[config.mk]
export PLATFORM = sky130hd
export DESIGN_NAME = bf_addsub
export DESIGN_NICKNAME = d
export VERILOG_FILES = /design/src/rtl/crystals_pkg.sv /design/src/rtl/delay_line.sv /design/src/rtl/bf_addsub.sv
export SDC_FILE = /design/constraint.sdc
export NUM_CORES = 1
export LEC_CHECK = 0
export CAP_MARGIN = 5
export CORE_MARGIN = 2
export CORE_UTILIZATION = 62
export DETAILED_ROUTE_END_ITERATION = 16
export PLACE_DENSITY = 0.86
export SLEW_MARGIN = 30
export SYNTH_ARGS = -nofsm -noshare
export SYNTH_HDL_FRONTEND = slang
export SYNTH_HIERARCHICAL = 1
export SYNTH_SLANG_ARGS = --single-unit
export TNS_END_PERCENT = 5
[constraint.sdc]
create_clock -name clk -period 6.63 [get_ports clk]
set_clock_uncertainty 0.2 [all_clocks]
set_input_delay 0.663 -clock clk [delete_from_list [all_inputs] [get_ports clk]]
set_output_delay 0.663 -clock clk [all_outputs]
set_load 0.1 [all_outputs]
[src/rtl/crystals_pkg.sv]
// Shared types, constants and modular-normalisation helpers for the NTT datapath.
// DATA_WIDTH, Q and MUL_STAGE_CNT default to Dilithium values unless predefined as macros.
`ifndef DATA_WIDTH
`define DATA_WIDTH 23
`endif
`ifndef Q
`define Q 8380417
`endif
`ifndef MUL_STAGE_CNT
`define MUL_STAGE_CNT 3
`endif

package crystals_pkg;
    localparam int          DATA_WIDTH    = `DATA_WIDTH;
    localparam int unsigned Q             = `Q;
    localparam int          MUL_STAGE_CNT = `MUL_STAGE_CNT;
    localparam int          N             = 256;
    localparam int          BF_PER_LAYER  = N / 2;

    typedef logic [DATA_WIDTH-1:0]      coeff_t;
    typedef logic signed [DATA_WIDTH:0] mres_t;

    localparam logic [DATA_WIDTH:0] Q_U     = (DATA_WIDTH+1)'(Q);
    localparam mres_t               Q_S     = mres_t'(Q_U);
    localparam mres_t               NEG_Q_S = -Q_S;

    // Inputs canonical in [0,Q); the extra bit absorbs the carry.
    function automatic coeff_t mod_norm_add(input coeff_t a, input coeff_t b);
        logic [DATA_WIDTH:0] s;
        s = {1'b0, a} + {1'b0, b};
        if (s >= Q_U)
            s = s - Q_U;
        return coeff_t'(s);
    endfunction

    function automatic coeff_t mod_norm_sub(input coeff_t a, input coeff_t b);
        mres_t d;
        d = mres_t'({1'b0, a}) - mres_t'({1'b0, b});
        if (d[DATA_WIDTH])
            d = d + Q_S;
        return coeff_t'(d);
    endfunction
endpackage

[src/rtl/delay_line.sv]
// Fixed-depth shift register with a qualifying valid bit; only the valid bits are reset.
module delay_line #(
    parameter int WIDTH = 8,
    parameter int DEPTH = 1
) (
    input  logic             clk,
    input  logic             rst,
    input  logic             in_valid,
    input  logic [WIDTH-1:0] in_data,
    output logic             out_valid,
    output logic [WIDTH-1:0] out_data
);
    logic [WIDTH-1:0] data_q [DEPTH];
    logic [DEPTH-1:0] valid_q;

    always_ff @(posedge clk) begin
        if (rst) begin
            valid_q <= '0;
        end else begin
            valid_q[0] <= in_valid;
            for (int i = 1; i < DEPTH; i++)
                valid_q[i] <= valid_q[i-1];
        end
    end

    always_ff @(posedge clk) begin
        data_q[0] <= in_data;
        for (int i = 1; i < DEPTH; i++)
            data_q[i] <= data_q[i-1];
    end

    assign out_valid = valid_q[DEPTH-1];
    assign out_data  = data_q[DEPTH-1];
endmodule

[src/rtl/bf_addsub.sv]
// Cooley-Tukey butterfly back-end behind mo_mul: aligns a, normalises t, emits (a+t, a-t) mod Q.
// Define BF_RANGE_CHECK_EN to enable the sticky range_err check on mul_res.
module bf_addsub
    import crystals_pkg::*;
(
    input  logic                  clk,
    input  logic                  rst,
    input  logic                  in_valid,
    input  logic [DATA_WIDTH-1:0] in_a,
    input  logic signed [DATA_WIDTH:0] mul_res,
    output logic                  out_valid,
    output logic [DATA_WIDTH-1:0] out_sum,
    output logic [DATA_WIDTH-1:0] out_diff,
    output logic                  out_last,
    output logic                  range_err
);
    localparam int                IDX_W    = $clog2(BF_PER_LAYER);
    localparam logic [IDX_W-1:0]  LAST_IDX = IDX_W'(BF_PER_LAYER - 1);

    logic       al_valid;
    coeff_t     al_a;
    mres_t      t_ext;
    coeff_t     t_norm;
    logic       n1_valid;
    coeff_t     n1_a;
    coeff_t     n1_t;
    logic [IDX_W-1:0] bf_idx;

    delay_line #(
        .WIDTH (DATA_WIDTH),
        .DEPTH (MUL_STAGE_CNT)
    ) u_align (
        .clk       (clk),
        .rst       (rst),
        .in_valid  (in_valid),
        .in_data   (in_a),
        .out_valid (al_valid),
        .out_data  (al_a)
    );

    // mul_res is contracted to [-Q,Q), so a single conditional add lands in [0,Q).
    always_comb begin
        t_ext  = mul_res[DATA_WIDTH] ? (mul_res + Q_S) : mul_res;
        t_norm = coeff_t'(t_ext);
    end

    always_ff @(posedge clk) begin
        if (rst)
            n1_valid <= 1'b0;
        else
            n1_valid <= al_valid;
    end

    always_ff @(posedge clk) begin
        if (al_valid) begin
            n1_a <= al_a;
            n1_t <= t_norm;
        end
    end

    always_ff @(posedge clk) begin
        if (rst) begin
            out_valid <= 1'b0;
            out_sum   <= '0;
            out_diff  <= '0;
            out_last  <= 1'b0;
            bf_idx    <= '0;
        end else begin
            out_valid <= n1_valid;
            out_last  <= n1_valid && (bf_idx == LAST_IDX);
            if (n1_valid) begin
                out_sum  <= mod_norm_add(n1_a, n1_t);
                out_diff <= mod_norm_sub(n1_a, n1_t);
                bf_idx   <= (bf_idx == LAST_IDX) ? '0 : bf_idx + 1'b1;
            end
        end
    end

`ifdef BF_RANGE_CHECK_EN
    always_ff @(posedge clk) begin
        if (rst) begin
            range_err <= 1'b0;
        end else if (al_valid && ((mul_res < NEG_Q_S) || (mul_res >= Q_S))) begin
            range_err <= 1'b1;
`ifndef SYNTHESIS
            $display("bf_addsub: mul_res out of range: %0d", mul_res);
`endif
        end
    end
`else
    assign range_err = 1'b0;
`endif
endmodule
## Word-level counts from Yosys, hierarchy flattened

Memory sizes are Yosys's and may differ from the RTL's. A register that Yosys moved wholly into a read port is not among the register bits.
Index checks and enable logic that the tools add are counted.

- Memories: 1
- Bits in read-only memories: 0
- Output and inout bits: 49
- Register bits after elaboration: 82
- Bits in writable memories: 69
- Bits in latches: 0

- Multiplexer cells: 4
- Div/mod/pow operators: 0
- Add/sub/neg operators: 6
- Multiply operators: 0
- Reduce and logical (&&, ||, !) cells: 1
- Shift operators: 0
- Equal/unequal tests: 1
- Order comparisons: 1
- Bitwise gates (word level): 0

Memory list:

| memory | words | width | rd ports | clocked after memory_dff | wr ports | RTL line | text |
|---|---|---|---|---|---|---|---|
| u_align.data_q | 3 | 23 | 3 | 1 | 3 | delay_line.sv:13 | `logic [WIDTH-1:0] data_q [DEPTH];` |

Operator list:

| operator | number |
|---|---|
| $mux 23 | 3 |
| $add 23x14->23 const B | 2 |
| $add 23x23->24 | 1 |
| $ge 24x23->1 const B | 1 |
| $sub 23x23->24 | 1 |
| $sub 23x23->23 const B | 1 |
| $add 7x1->7 const B | 1 |
| $eq 7x7->1 const B | 1 |
| $mux 7 | 1 |
| $logic_and 1x1->1 | 1 |

## Longest topological paths before layout

- Depth in word-level cells: 3
- Gate-level depth with buffers: 14

## By module

Netlist, hierarchy kept.

Modules (own cells, without submodules):

| module | area each (µm²) | cells an instance | seq. area each (µm²) | times used |
|---|---|---|---|---|
| bf_addsub | 8066.5 | 966 | 2502.4 | 1 |
| delay_line | 1632.8 | 98 | 1441.4 | 1 |

## Least setup slack after synthesis

No wires, ideal clock.

- Path type: register to register
- From: register n1_a[0] (read register of u_align.data_q)
- To: register out_sum[22]
- Stages on the path, launching flop included: 13
- Setup time: 91 ps
- Slack: 2347 ps
- Required time: 6339 ps
- Data arrival time: 3992 ps
- Path through: edfxtp_1 ha_1 fa_1 and2b_2 o21a_1 or4_4 a2111oi_4 o32ai_1 a21o_1 or4_4 nand3b_4 or4_1 a311oi_1

- Longest elaborated chain between the ends: 3
- Elaborated cells on any way between the ends: 4

RTL lines:

| item | RTL line | text |
|---|---|---|
| start: declaration | bf_addsub.sv:25 | `coeff_t n1_a;` |
| $add 23x23->24 (*) | crystals_pkg.sv:30 | `s = {1'b0, a} + {1'b0, b};` |
| $sub 23x23->23 or $ge 24x23->1 (tied branches) | crystals_pkg.sv:32, crystals_pkg.sv:31 |  |
| $mux 23 (*) | crystals_pkg.sv:31 | `if (s >= Q_U)` |
| end signal: assignment | bf_addsub.sv:72 | `out_sum <= mod_norm_add(n1_a, n1_t);` |
| end: declaration | bf_addsub.sv:12 | `output logic [DATA_WIDTH-1:0] out_sum,` |

Every way passes the cells marked *; elsewhere a longest branch is shown, timed or not.
A chain may end at the register's enable or synchronous reset.

## Final worst setup path

- From: register n1_a[4] (read register of u_align.data_q)
- To: register out_sum[2]

- Longest elaborated chain between the ends: 3

RTL lines:

| item | RTL line |
|---|---|
| $add 23x23->24 | crystals_pkg.sv:30 |
| $ge 24x23->1 | crystals_pkg.sv:31 |
| $mux 23 | crystals_pkg.sv:31 |

No other way between the ends.

==> key figures <==
Logic synthesis
  – Top cells by count, synth: 128 x dfxtp_1, 94 x nor2_1, 90 x nand2_1
  – Async S/R FF share, synth: 0%
  – Largest area contributor in the netlist: dfxtp_1
  – Sequential fraction of the synthesis area: 40.7%
  – Post-Syn Nets: 1167
  – Syn Std Cell Area: 9700 um^2
  – Synth top area share: 26.4%
  – Yosys Warn Count: 6
  – Area contributors post-synth: dfxtp_1 26%, edfxtp_1 14%, ha_1 6.6%
  – Synth Area per Inst: 9.12 um^2
  – Netlist cell types: 85
  – Top FF cell, synth: dfxtp_1
  – Post-synth EDFFs: 46
  – Syn Inst Count: 1064
  – Post-synthesis sequential element count: 174
  – Most common cell in the netlist: dfxtp_1

Drt
  – Number of DRC markers in iteration 0: 851
  – Vias per cell: 6.10
  – Routed wire per std cell: 17.8 um
  – Vias: 8192
  – Final ANT Viol Nets: 0
  – DRC viols: 0
  – Drt first pass iters: 7
  – Routed WL: 23.8 mm

Run
  – Max_cap viols: 0

Hold path
  – HP Class: reg2reg
  – Worst hold path depth: 0

Setup path
  – Crit path top cell by count: a2111oi_0
  – Setup crit end kind: register
  – FF-to-FF setup slack: 1190 ps
  – Crit Reg-Reg Startpoint: n1_a[4]$_DFFE_PP_
  – Max incr delay on CP: 670 ps
  – Critical path class: reg2reg
  – Startpoint types: register
  – CP max-delay cell: nor4_1
  – CP bufs+invs: 0
  – Crit. Startpoint: n1_a[4]$_DFFE_PP_
  – Crit path capture: out_sum[2]$_SDFFE_PP0P_
  – RR Endpoint: out_sum[2]$_SDFFE_PP0P_
  – Data arrival, critical path: 5550 ps
  – WP depth: 11
  – Depth of the worst register-to-register path: 11
  – Maximum fanout along the worst path: 27
  – Worst EP required: 6730 ps
  – Critical-path cell list: ha_1, nor2_1, o211ai_1, a211oi_1, a221oi_1, o41ai_1, o22ai_1, nor4_1, nand3b_2, a2111oi_0, a2111oi_0
  – Worst path top cell family by delay: compound AO/OA/AOI/OAI gates

Layout
  – Share of layout cells above drive strength 1: 5.92%
  – Synthesis-to-layout area growth: 14.4%
  – Antenna cell count: 0
  – Nets: 1221

Floorplan
  – Core Area: 15300 um^2
  – Die ar.: 16700 um^2
  – Die X: 129 um
  – FP Rows: 45
  – Top Ports: 99
  – Starting Density: 63.6%
  – Die H: 129 um

Clocking
  – Hold-fix buffers, CTS: 0
  – # Post-CTS Setup Buffers: 0
  – H-Tree Depth: 4
  – Cts bufs inserted: 17
  – Max clock buf depth: 2
  – CTS-repair resized insts: 0
  – Clk slew on worst S/H paths: 70 ps
  – TritonCTS Sinks: 174
  – CTS tree: built
  – Root buffer cell: clkbuf_16
  – Latest clock arrival within the worst-skew pair: 440 ps

Pwr
  – Leakage: 4.19 nW
  – Maximum vdd drop: 0.186 mV
  – Total power: 2.30 mW
  – Power density of the placed cells: 207 nW/um^2

STA
  – Final Critical Period: 5440 ps
  – Measured slew at the worst slew-check pin: 1020 ps
  – Unrepaired setup endpoints after global routing: no
  – Relative slew slack: 31.9%
  – Final setup TNS: 0 ps
  – Final Hold Fails: 0
  – # setup viols final: 0
  – Fmax: 0.184 GHz
  – Period utilization: 82.1%
  – Final Max Tran Viols: 0

Placed design
  – RD Place Congestion: 0.973
  – DP HPWL: 17.5 mm
  – # port buffers: 97

GRT
  – Global-route wire length before repair: 38.0 mm
  – Tot GR Track Use: 29.3%
  – Vias in the first global route: 7430
  – Largest net degree at the start of global routing: 48
  – Initial antenna violation count: 0
  – Gr ovfl total: 0

Status
  – Outcome: finished clean
==> flip-flops by register name, indices dropped and copies added (netlist names) <==
| name | count |
|---|---|
| u_align/data_q | 69 |
| n1_a | 23 |
| n1_t | 23 |
| out_diff | 23 |
| out_sum | 23 |
| bf_idx | 7 |
| u_align/valid_q | 3 |
| n1_valid | 1 |
| out_last | 1 |
| out_valid | 1 |
==> worst min path at each step <==
stage / startpoint / slack, ps / endpoint
final: u_align/data_q[0][37]$_DFF_P_ / 130 / u_align/data_q[0][60]$_DFF_P_
after global routing: u_align/data_q[0][44]$_DFF_P_ / 130 / u_align/data_q[0][67]$_DFF_P_
after CTS: u_align/data_q[0][34]$_DFF_P_ / 130 / u_align/data_q[0][57]$_DFF_P_
after detailed placement: u_align/data_q[0][44]$_DFF_P_ / 110 / u_align/data_q[0][67]$_DFF_P_
after global placement: u_align/data_q[0][11]$_DFF_P_ / 110 / u_align/data_q[0][34]$_DFF_P_
after floorplan: u_align/data_q[0][0]$_DFF_P_ / 110 / u_align/data_q[0][23]$_DFF_P_
==> layout by cell type (no fill, tap or decap), types with 12 or more instances in the layout <==
master | netlist | routed
xor2_1 | 27 | 27
ha_1 | 51 | 51
o21ai_0 | 37 | 37
a211oi_1 | 18 | 18
inv_1 | 59 | 59
a21oi_1 | 59 | 59
edfxtp_1 | 46 | 46
nand3_1 | 33 | 33
o211ai_1 | 28 | 28
nand4_1 | 12 | 12
nor2_1 | 94 | 94
a2111o_1 | 12 | 12
nor2b_1 | 14 | 14
clkbuf_16 | 0 | 17
clkdlybuf4s50_1 | 0 | 97
xnor2_1 | 41 | 41
nand2_1 | 90 | 90
dfxtp_1 | 128 | 127
nor3_1 | 42 | 42
==> logic make-up after synthesis <==
logic type / count (synthesis) / share of synthesized area [%]
AND/OR/NAND/NOR: 375 / 19.3
adder cells (fa/ha/maj): 53 / 6.99
XOR/XNOR: 69 / 6.37
flip-flops: 174 / 40.7
multiplexers: 9 / 0.942
buffers and inverters: 127 / 6.94
AO/OA/AOI/OAI: 256 / 18.7
other: 1 / 0.0387
==> power breakdown <==
group          total, mW  internal (mW)  switching, mW
registers           1.14           1.12         0.0131
clock network      0.948          0.494          0.454
logic              0.214         0.0785          0.135
==> layout make-up <==
class,instances,area [um^2]
Clock buffer,18,429
Clock inverter,14,130
Fill cell,1172,4160
Inverter,60,230
Multi-Input combinational cell,763,5090
Sequential cell,174,3950
Tap cell,211,264
Timing Repair Buffer,102,1010
==> per-stage QoR <==
step	worst slack (ps)	instances	utilization [%]	cell area, um^2	hold slack [ps]
final	1190	1342	72.7	11100	125
after global routing	819	1342	72.7	11100	129
after CTS	1440	1342	72.7	11100	126
after detailed placement	1530	1310	69.0	10500	112
after global placement	1770	1310	69.0	10500	110
after floorplan	2350	1064	-	9700	110
==> layer usage <==
layer	routed length (um)	global-route usage (%)	vias to the layer above	share of wire, %
met5	0	0	-	0
met4	845	13.6	0	3.5
met3	1650	4.09	57	6.9
met2	10800	45.8	381	45
met1	10500	40.6	3811	44
li1	-	-	3943	-
(Power assumes the default switching activity.)
